$ cat src/rtl/vga_scanout_pkg.sv
// Shared timing constants, pipeline depth and pixel/control types for vga_scanout.
package vga_scanout_pkg;

    localparam int unsigned VGA_H_VIS    = 640;
    localparam int unsigned VGA_H_FP     = 16;
    localparam int unsigned VGA_H_SYNC   = 96;
    localparam int unsigned VGA_H_BP     = 48;
    localparam int unsigned VGA_V_VIS    = 480;
    localparam int unsigned VGA_V_FP     = 10;
    localparam int unsigned VGA_V_SYNC   = 2;
    localparam int unsigned VGA_V_BP     = 33;

    localparam int unsigned VGA_H_TOTAL  = VGA_H_VIS + VGA_H_FP + VGA_H_SYNC + VGA_H_BP;
    localparam int unsigned VGA_V_TOTAL  = VGA_V_VIS + VGA_V_FP + VGA_V_SYNC + VGA_V_BP;
    localparam int unsigned VGA_HS_START = VGA_H_VIS + VGA_H_FP;
    localparam int unsigned VGA_HS_END   = VGA_HS_START + VGA_H_SYNC - 1;
    localparam int unsigned VGA_VS_START = VGA_V_VIS + VGA_V_FP;
    localparam int unsigned VGA_VS_END   = VGA_VS_START + VGA_V_SYNC - 1;

    localparam int unsigned VGA_FB_W     = 160;
    localparam int unsigned SCALE_LOG2   = 2;
    localparam int unsigned RD_LAT       = 2;
    localparam int unsigned PIPE         = RD_LAT + 2;

    typedef struct packed {
        logic [3:0] r;
        logic [3:0] g;
        logic [3:0] b;
    } rgb444_t;

    typedef struct packed {
        logic active;
        logic hsync;
        logic vsync;
        logic vblank;
        logic fstart;
    } ctl_t;

endpackage

$ cat src/rtl/vga_scanout_timing_gen.sv
// Horizontal/vertical raster counters with raw (unaligned) sync, active and frame flags.
module vga_timing_gen
    import vga_scanout_pkg::*;
#(
    parameter int unsigned H_VIS  = VGA_H_VIS,
    parameter int unsigned H_FP   = VGA_H_FP,
    parameter int unsigned H_SYNC = VGA_H_SYNC,
    parameter int unsigned H_BP   = VGA_H_BP,
    parameter int unsigned V_VIS  = VGA_V_VIS,
    parameter int unsigned V_FP   = VGA_V_FP,
    parameter int unsigned V_SYNC = VGA_V_SYNC,
    parameter int unsigned V_BP   = VGA_V_BP
) (
    input  logic clock,
    input  logic reset_n,
    output logic line_end,
    output logic frame_end,
    output logic v_vis,
    output logic active,
    output logic hsync,
    output logic vsync,
    output logic fstart
);

    localparam logic [9:0] H_LAST   = 10'(H_VIS + H_FP + H_SYNC + H_BP - 1);
    localparam logic [9:0] V_LAST   = 10'(V_VIS + V_FP + V_SYNC + V_BP - 1);
    localparam logic [9:0] H_VIS10  = 10'(H_VIS);
    localparam logic [9:0] V_VIS10  = 10'(V_VIS);
    localparam logic [9:0] HS_START = 10'(H_VIS + H_FP);
    localparam logic [9:0] HS_END   = 10'(H_VIS + H_FP + H_SYNC - 1);
    localparam logic [9:0] VS_START = 10'(V_VIS + V_FP);
    localparam logic [9:0] VS_END   = 10'(V_VIS + V_FP + V_SYNC - 1);

    logic [9:0] h;
    logic [9:0] v;

    always_ff @(posedge clock) begin
        if (!reset_n) begin
            h <= '0;
            v <= '0;
        end else if (line_end) begin
            h <= '0;
            v <= (v == V_LAST) ? '0 : v + 1'b1;
        end else begin
            h <= h + 1'b1;
        end
    end

    always_comb begin
        line_end  = (h == H_LAST);
        frame_end = line_end && (v == V_LAST);
        v_vis     = (v < V_VIS10);
        active    = (h < H_VIS10) && v_vis;
        hsync     = (h >= HS_START) && (h <= HS_END);
        vsync     = (v >= VS_START) && (v <= VS_END);
        fstart    = (h == '0) && (v == '0);
    end

endmodule

$ cat src/rtl/vga_scanout.sv
// 640x480@60 scanout of a 160x120 RGB444 framebuffer with 4x4 replication.
// Optional test pattern input enabled by defining VGA_SCANOUT_TEST_PATTERN_EN.
module vga_scanout
    import vga_scanout_pkg::*;
#(
    parameter int unsigned H_VIS  = VGA_H_VIS,
    parameter int unsigned H_FP   = VGA_H_FP,
    parameter int unsigned H_SYNC = VGA_H_SYNC,
    parameter int unsigned H_BP   = VGA_H_BP,
    parameter int unsigned V_VIS  = VGA_V_VIS,
    parameter int unsigned V_FP   = VGA_V_FP,
    parameter int unsigned V_SYNC = VGA_V_SYNC,
    parameter int unsigned V_BP   = VGA_V_BP,
    parameter int unsigned FB_W   = VGA_FB_W
) (
    input  logic        clock,
    input  logic        reset_n,
    input  logic [15:0] base_addr,
`ifdef VGA_SCANOUT_TEST_PATTERN_EN
    input  logic        test_mode,
`endif
    output logic [15:0] address_vga,
    input  logic [15:0] q_vga,
    output logic [3:0]  VGA_R,
    output logic [3:0]  VGA_G,
    output logic [3:0]  VGA_B,
    output logic        VGA_HS,
    output logic        VGA_VS,
    output logic        vblank,
    output logic        frame_start
);

    localparam logic [15:0] FB_STEP = 16'(FB_W);

    logic line_end, frame_end, v_vis, active, hsync, vsync, fstart;

    vga_timing_gen #(
        .H_VIS (H_VIS),  .H_FP (H_FP),  .H_SYNC (H_SYNC), .H_BP (H_BP),
        .V_VIS (V_VIS),  .V_FP (V_FP),  .V_SYNC (V_SYNC), .V_BP (V_BP)
    ) u_timing (
        .clock     (clock),
        .reset_n   (reset_n),
        .line_end  (line_end),
        .frame_end (frame_end),
        .v_vis     (v_vis),
        .active    (active),
        .hsync     (hsync),
        .vsync     (vsync),
        .fstart    (fstart)
    );

    logic [SCALE_LOG2-1:0] hsub, vsub;
    logic [15:0]           col, row_base, frame_base;
`ifdef VGA_SCANOUT_TEST_PATTERN_EN
    logic [3:0]            row_idx;
`endif

    // row_base steps by FB_W every 4th line, so no multiplier sits in the address path
    always_ff @(posedge clock) begin
        if (!reset_n) begin
            hsub        <= '0;
            vsub        <= '0;
            col         <= '0;
            row_base    <= '0;
            frame_base  <= '0;
            address_vga <= '0;
`ifdef VGA_SCANOUT_TEST_PATTERN_EN
            row_idx     <= '0;
`endif
        end else begin
            if (line_end) begin
                hsub <= '0;
                col  <= '0;
            end else if (active) begin
                hsub <= hsub + 1'b1;
                if (hsub == '1) col <= col + 1'b1;
            end
            if (frame_end) begin
                vsub       <= '0;
                row_base   <= '0;
                frame_base <= base_addr;
`ifdef VGA_SCANOUT_TEST_PATTERN_EN
                row_idx    <= '0;
`endif
            end else if (line_end && v_vis) begin
                vsub <= vsub + 1'b1;
                if (vsub == '1) begin
                    row_base <= row_base + FB_STEP;
`ifdef VGA_SCANOUT_TEST_PATTERN_EN
                    row_idx  <= row_idx + 1'b1;
`endif
                end
            end
            if (active) address_vga <= frame_base + row_base + col;
        end
    end

    ctl_t ctl_raw;
    ctl_t ctl_q [PIPE];

    always_comb begin
        ctl_raw        = '0;
        ctl_raw.active = active;
        ctl_raw.hsync  = hsync;
        ctl_raw.vsync  = vsync;
        ctl_raw.vblank = !v_vis;
        ctl_raw.fstart = fstart;
    end

    always_ff @(posedge clock) begin
        if (!reset_n) begin
            for (int unsigned i = 0; i < PIPE; i++) ctl_q[i] <= '0;
        end else begin
            ctl_q[0] <= ctl_raw;
            for (int unsigned i = 1; i < PIPE; i++) ctl_q[i] <= ctl_q[i-1];
        end
    end

`ifdef VGA_SCANOUT_TEST_PATTERN_EN
    rgb444_t         pat_q [PIPE-1];
    logic [PIPE-2:0] tm_q;

    always_ff @(posedge clock) begin
        if (!reset_n) begin
            for (int unsigned i = 0; i < PIPE - 1; i++) pat_q[i] <= '0;
            tm_q <= '0;
        end else begin
            pat_q[0] <= {col[3:0], row_idx, col[7:4]};
            for (int unsigned i = 1; i < PIPE - 1; i++) pat_q[i] <= pat_q[i-1];
            tm_q <= {tm_q[PIPE-3:0], test_mode};
        end
    end
`endif

    rgb444_t pix, rgb_q;
    logic    unused_q_bits;

    assign unused_q_bits = ^q_vga[15:12];

    always_comb begin
        pix = rgb444_t'(q_vga[11:0]);
`ifdef VGA_SCANOUT_TEST_PATTERN_EN
        if (tm_q[PIPE-2]) pix = pat_q[PIPE-2];
`endif
    end

    // Stage PIPE-2 lines up with q_vga for the same raster position
    always_ff @(posedge clock) begin
        if (!reset_n) rgb_q <= '0;
        else          rgb_q <= ctl_q[PIPE-2].active ? pix : '0;
    end

    assign VGA_R       = rgb_q.r;
    assign VGA_G       = rgb_q.g;
    assign VGA_B       = rgb_q.b;
    assign VGA_HS      = ~ctl_q[PIPE-1].hsync;
    assign VGA_VS      = ~ctl_q[PIPE-1].vsync;
    assign vblank      = ctl_q[PIPE-1].vblank;
    assign frame_start = ctl_q[PIPE-1].fstart;

endmodule

$ cat config.mk
export PLATFORM = sky130hd
export DESIGN_NAME = vga_scanout
export DESIGN_NICKNAME = d
export VERILOG_FILES = /design/src/rtl/vga_scanout_pkg.sv /design/src/rtl/vga_scanout_timing_gen.sv /design/src/rtl/vga_scanout.sv
export SDC_FILE = /design/constraint.sdc
export NUM_CORES = 1
export LEC_CHECK = 0
export BUFFER_PORTS_ARGS = -buffer_cell sky130_fd_sc_hd__buf_2
export CORE_MARGIN = 2
export CORE_UTILIZATION = 55
export CTS_BUF_LIST = sky130_fd_sc_hd__clkbuf_8
export DETAILED_ROUTE_END_ITERATION = 7
export GPL_TIMING_DRIVEN = 0
export MAX_ROUTING_LAYER = met4
export PLACE_DENSITY = 0.73
export RECOVER_POWER = 25
export SYNTH_ARGS = -nofsm -noshare
export SYNTH_HDL_FRONTEND = slang
export SYNTH_SLANG_ARGS = --single-unit
$ cat constraint.sdc
create_clock -name clock -period 6.9 [get_ports clock]
set_clock_uncertainty 0.05 [all_clocks]
set_input_delay 0.345 -clock clock [delete_from_list [all_inputs] [get_ports clock]]
set_output_delay 0.345 -clock clock [all_outputs]
set_load 0.01 [all_outputs]
After elaboration in Yosys (flattened, before gate mapping)
Memory sizes are Yosys's and may differ from the RTL's.
Cells that the tools add are included.
{"block": "word_totals", "inputBits": 34, "mem_count": 1, "mem_bits_ro": 0, "regBits": 100, "latchBits": 0, "ram_bits": 20}
{"memory": "ctl_q", "depth": 4, "word_bits": 5, "rd": 4, "rd_ports_with_merged_regs": 0, "write_ports": 4, "line": "vga_scanout.sv:99", "source": "ctl_t ctl_q [PIPE];"}
{"block": "op_classes", "muxes": 7, "n_eq_ne": 4, "n_bitwise": 7, "n_mul": 0, "magnitude_cmp": 6, "shift": 0, "n_div": 0, "addsub": 8, "n_reduce_logical": 14}
{"op": "$add A16 B16 Y16", "count": 2}
{"op": "$add A10 B1 Y10 const B", "count": 2}
{"op": "$eq A10 B10 Y1 const B", "count": 2}
{"op": "$logic_not A10 Y1", "count": 2}
{"op": "$mux W5", "count": 4}
{"op": "$add A16 B1 Y16 const B", "count": 1}
{"op": "$add A16 B8 Y16 const B", "count": 1}
{"op": "$ge A10 B10 Y1 const B", "count": 1}
{"op": "$ge A10 B9 Y1 const B", "count": 1}
{"op": "$le A10 B10 Y1 const B", "count": 1}
{"op": "$le A10 B9 Y1 const B", "count": 1}
{"op": "$lt A10 B10 Y1 const B", "count": 1}
{"op": "$lt A10 B9 Y1 const B", "count": 1}
{"op": "$mux W10", "count": 1}
{"op": "$logic_and A1 B1 Y1", "count": 6}
{"op": "$reduce_and A2 Y1", "count": 3}
{"op": "$add A2 B1 Y2 const B", "count": 2}
{"op": "$eq A2 B2 Y1 const B", "count": 2}
{"op": "$or A1 B1 Y1", "count": 4}
{"op": "$reduce_or A2 Y1", "count": 2}
{"op": "$not A1 Y1", "count": 3}
{"op": "$mux W1", "count": 2}
{"op": "$logic_not A1 Y1", "count": 1}

Logic depth before layout (Yosys ltp)
{"block": "logic_depth", "word_depth": 3, "mapped_depth": 10}

Hierarchy
A second synthesis with hierarchy kept.
{"block": "hier_totals", "cells_unflattened": 559, "area_unflattened_um2": 5327.6}
{"module": "vga_scanout", "area_each_um2": 4260.3, "cells_per_inst": 435, "n_inst": 1, "seq_area_each_um2": 1881.8}
{"module": "vga_timing_gen", "area_each_um2": 1067.3, "cells_per_inst": 124, "n_inst": 1, "seq_area_each_um2": 400.4}

Worst setup path after synthesis
No wires, ideal clock.
{"block": "synth_timing", "path_kind": "register to register", "from": "register col[5]", "to": "register address_vga[14]", "path_stages_with_launch": 11, "setup_time_ns": 0.125, "n_path_buf": 0, "t_required_ns": 6.725, "arrival_time_ns": 2.210, "path_slack_ns": 4.515, "cell_sequence": "dfxtp_1 -> inv_1 -> fa_1 -> inv_1 -> ha_1 -> a21oi_1 -> o211ai_1 -> a22oi_1 -> a31oi_1 -> xor2_1 -> o2bb2ai_1"}
{"block": "synth_between", "elab_chain_cells": 1}
{"element": "start, declared", "line": "vga_scanout.sv:53", "source": "logic [15:0] col, row_base, frame_base;"}
{"element": "start signal, assigned", "line": "vga_scanout.sv:76", "source": "if (hsub == '1) col <= col + 1'b1;"}
{"element": "$add A16 B16 Y16", "line": "vga_scanout.sv:94", "source": "if (active) address_vga <= frame_base + row_base + col;"}
{"element": "end signal, assigned", "line": "vga_scanout.sv:94"}
{"element": "end, declared", "line": "vga_scanout.sv:22", "source": "output logic [15:0] address_vga,"}
No other way between the ends.
A chain may end at the register's enable or synchronous reset.

Worst setup path after layout
{"block": "layout_timing", "from": "register row_base[5]", "to": "register address_vga[12]"}
{"block": "layout_between", "elab_chain_cells": 2}
{"element": "start, declared", "line": "vga_scanout.sv:53"}
{"element": "start signal, assigned", "line": "vga_scanout.sv:88", "source": "row_base <= row_base + FB_STEP;"}
{"element": "$add A16 B16 Y16 (2 in a row)", "line": "vga_scanout.sv:94"}
No other way between the ends.

==> flow_summary.ini <==
[flow_run]
cap_violations = 0

[clocking]
cts.sinks = 114
cts_setup_buffers = 0
cts_buffers = 17
cts_buffer_depth = 2
clk_pin_slew_ns = 0.08
tritoncts = done
cts-resized-gates = 0
h-tree-depth = 4
cts_root_buf = clkbuf_8
insertion_delay_ns = 0.42
cts_hold_buffers = 0

[worst_setup_path]
crit_chain = inv_1, fa_1, inv_1, ha_1, nand3_1, o211ai_1, a22oi_1, a21oi_1, xnor2_1, a21oi_1
cpPeakStageDelay_ns = 0.51
cp.arrival_ns = 3.00
crit_slowest_cell = fa_1
r2r-start = row_base[5]
crit_type = reg -> reg
r2r_cells = 10
critPathMaxFanout = 5
worst_ep_required_time_ns = 7.12
startpoint_type = flip-flop
r2r_end = address_vga[12]
critPathCaptureType = flip-flop
reg2reg_slack_ns = 4.11

[hold_path]
hold_path_class = in -> reg
holdPathEnd = frame_base[3]
min_from = base_addr[3]
holdPathStages = 3

[global_routing]
grt_pass1_vias = 3837
overflow = 0
grt_max_degree = 17
antenna_found_initial = 0
grt_pass1_wl_um = 17500
grt_util_all_layers = 0.225

[sta]
setup_tns_ns = 0
max-slew-margin-rel = 0.515
rsz0062_at_grt = no
fin_crit_ns = 2.79
setup_viol = 0
slew_viol_final = 0
whs_ns = 0.106
period_share = 0.404
hold_viol_final = 0
worst_pin_slew_ns = 0.722
fmax_mhz = 359

[final_layout]
layout-drive-gt1-share = 0.151
antenna_cells = 0
n_fill_cell = 756
nets = 710
area_delta_synth_final_pct = 15.3

[synth]
netlist_area_um2 = 5260
yosysSeqAreaShare = 0.434
yosysTopAreaCell = dfxtp_1
synthCells = 559
synth_mux_area_frac = 0.0362
synthAdderAreaFrac = 0.106
synth.distinct_cells = 55
synthArstFlopShare = 0
synth_xor_area_frac = 0.0816
synth_top_family_by_area = simple AND/OR/NAND/NOR gates
synth_compound_area_frac = 0.0730
ys_ff_latch = 114
synthSimpleGateAreaFrac = 0.236
yosysTopAreaCellShare = 0.434
avgSynthCellArea_um2 = 9.41
yosys_warnings = 0
synth_edf_count = 0
ys_top_cells_by_area = dfxtp_1 43%, ha_1 6.4%, nor2_1 5.6%
synth_flop_cell = dfxtp_1
synthesis.nets = 631

[detailed_routing]
wl_per_cell_um = 13.7
vias = 4086
routed_wl_um = 10700
ant_nets = 0
drcViolationCount = 0
drtIter0Drc = 148
vias_per_cell = 5.24
first_pass_iters = 5

[power_and_ir_drop]
power_density_nw_per_um2 = 207
seqPwrFrac = 0.532
p_leak_nw = 2.70
p_comb_frac = 0.029
p_switching_mw = 0.315
clkPwrFrac = 0.439
vdd_drop_max_v = 0.000105
p_int_mw = 0.940
switching_share = 0.251

[outcome]
status = complete, no violations

[die]
die_x_um = 102
initial_core_util = 0.569
die_h_um = 102
io_pins = 66
core_area_um2 = 9240
core.rowCount = 35
floorplan.die_area_um2 = 10400

[placed_design]
gp_congestion = 0.949
io_buffer_count = 60
dpl.hpwl_um = 8050
## final cells by class
cell class | instances | area, um2 | area share
inverter | 21 | 78.8 | 0.0130
timing repair buffer | 60 | 288 | 0.0475
clock buffer | 18 | 248 | 0.0409
sequential | 114 | 2280 | 0.376
clock inverter | 14 | 108 | 0.0177
tap | 129 | 161 | 0.0266
buffer | 21 | 96.3 | 0.0159
multi-input combinational | 403 | 2800 | 0.462
## layout by cell type, fill, tap and decap left out, types with 6 or more instances in the layout
master | synthesis | final
a21oi_1 | 28 | 28
and2_0 | 0 | 6
and2_1 | 19 | 13
and3_1 | 19 | 19
buf_2 | 2 | 52
clkbuf_1 | 15 | 25
clkbuf_8 | 0 | 18
dfxtp_1 | 114 | 114
fa_1 | 11 | 11
ha_1 | 27 | 27
inv_1 | 21 | 21
mux2i_1 | 19 | 19
nand2_1 | 42 | 42
nand3_1 | 23 | 23
nand4_1 | 13 | 13
nor2_1 | 79 | 79
nor4_1 | 6 | 6
o21ai_0 | 11 | 11
xnor2_1 | 22 | 22
xor2_1 | 27 | 27
## power groups by stage
stage	Combinational [mW]	Clock [mW]	Sequential, mW
2_1_floorplan	0.0192	0	0.683
3_3_place_gp	0.0359	0	0.683
3_5_place_dp	0.0365	0	0.683
4_1_cts	0.0366	0.560	0.668
5_1_grt	0.0405	0.596	0.668
6_report	0.0360	0.551	0.668
## worst max path at each step
stage / start / end / slack, ns / cells past startpoint
detailed placement: row_base[5] / address_vga[15] / 4.19 / 10
finish: row_base[5] / address_vga[12] / 4.11 / 10
global placement: row_base[5] / address_vga[12] / 4.22 / 10
CTS: row_base[5] / address_vga[15] / 4.15 / 10
global route: col[8] / address_vga[15] / 3.96 / 8
floorplan: col[5] / address_vga[14] / 4.52 / 10
## Yosys cell counts (2+ instances only)
library cell and count:
dfxtp_1 114, nor2_1 79, nand2_1 42, a21oi_1 28, ha_1 27, xor2_1 27, nand3_1 23, xnor2_1 22
inv_1 21, and2_1 19, and3_1 19, mux2i_1 19, clkbuf_1 15, nand4_1 13, fa_1 11, o21ai_0 11
nor4_1 6, and4_1 5, nand2b_1 5, a211oi_1 3, nor3_1 3, or3_1 3, a211o_1 2, a21boi_0 2
a31oi_1 2, buf_2 2, buf_4 2, nand3_4 2, nand4b_1 2, nor4_4 2, o211ai_1 2, o21bai_1 2
or4_1 2
## metrics by stage
step	setup slack (ns)	area [um2]	std cells	power (mW)	utilization
3_5_place_dp	4.19	5720	748	0.720	0.619
5_1_grt	3.96	6060	780	1.30	0.656
6_report	4.11	6060	780	1.25	0.656
4_1_cts	4.15	6080	780	1.26	0.658
3_3_place_gp	4.22	5720	748	0.719	0.619
2_1_floorplan	4.52	5260	559	0.702	-
## per-layer routing
metal,global-route usage,share of wire,routed length (um),vias up
met5,-,0,0,-
met4,0.0842,0.019,202,0
met3,0.0614,0.058,621,16
met2,0.345,0.45,4830,114
met1,0.284,0.47,5060,1884
li1,-,-,-,2072
## worst max-delay path, delay by kind of cell (launching register included)
kind	cells	cell delay (ns)
XOR/XNOR	1	0.14
AO/OA/AOI/OAI	4	0.99
adder cells (fa/ha/maj)	2	0.84
AND/OR/NAND/NOR	1	0.08
buffers and inverters	2	0.14
flip-flops	1	0.40
## state kept, by name, summed over array words and instances, names as in the netlist
name / count
ctl_q: 19
address_vga: 16
col: 16
frame_base: 16
row_base: 11
u_timing.h: 10
u_timing.v: 10
VGA_B: 4
VGA_G: 4
VGA_R: 4
hsub: 2
vsub: 2
## logic make-up after synthesis
family,after synthesis
XOR/XNOR,49
adder cells (fa/ha/maj),38
AO/OA/AOI/OAI,61
multiplexers,19
flip-flops,114
buffers and inverters,42
AND/OR/NAND/NOR,236
Power figures use the tool's default switching activity.
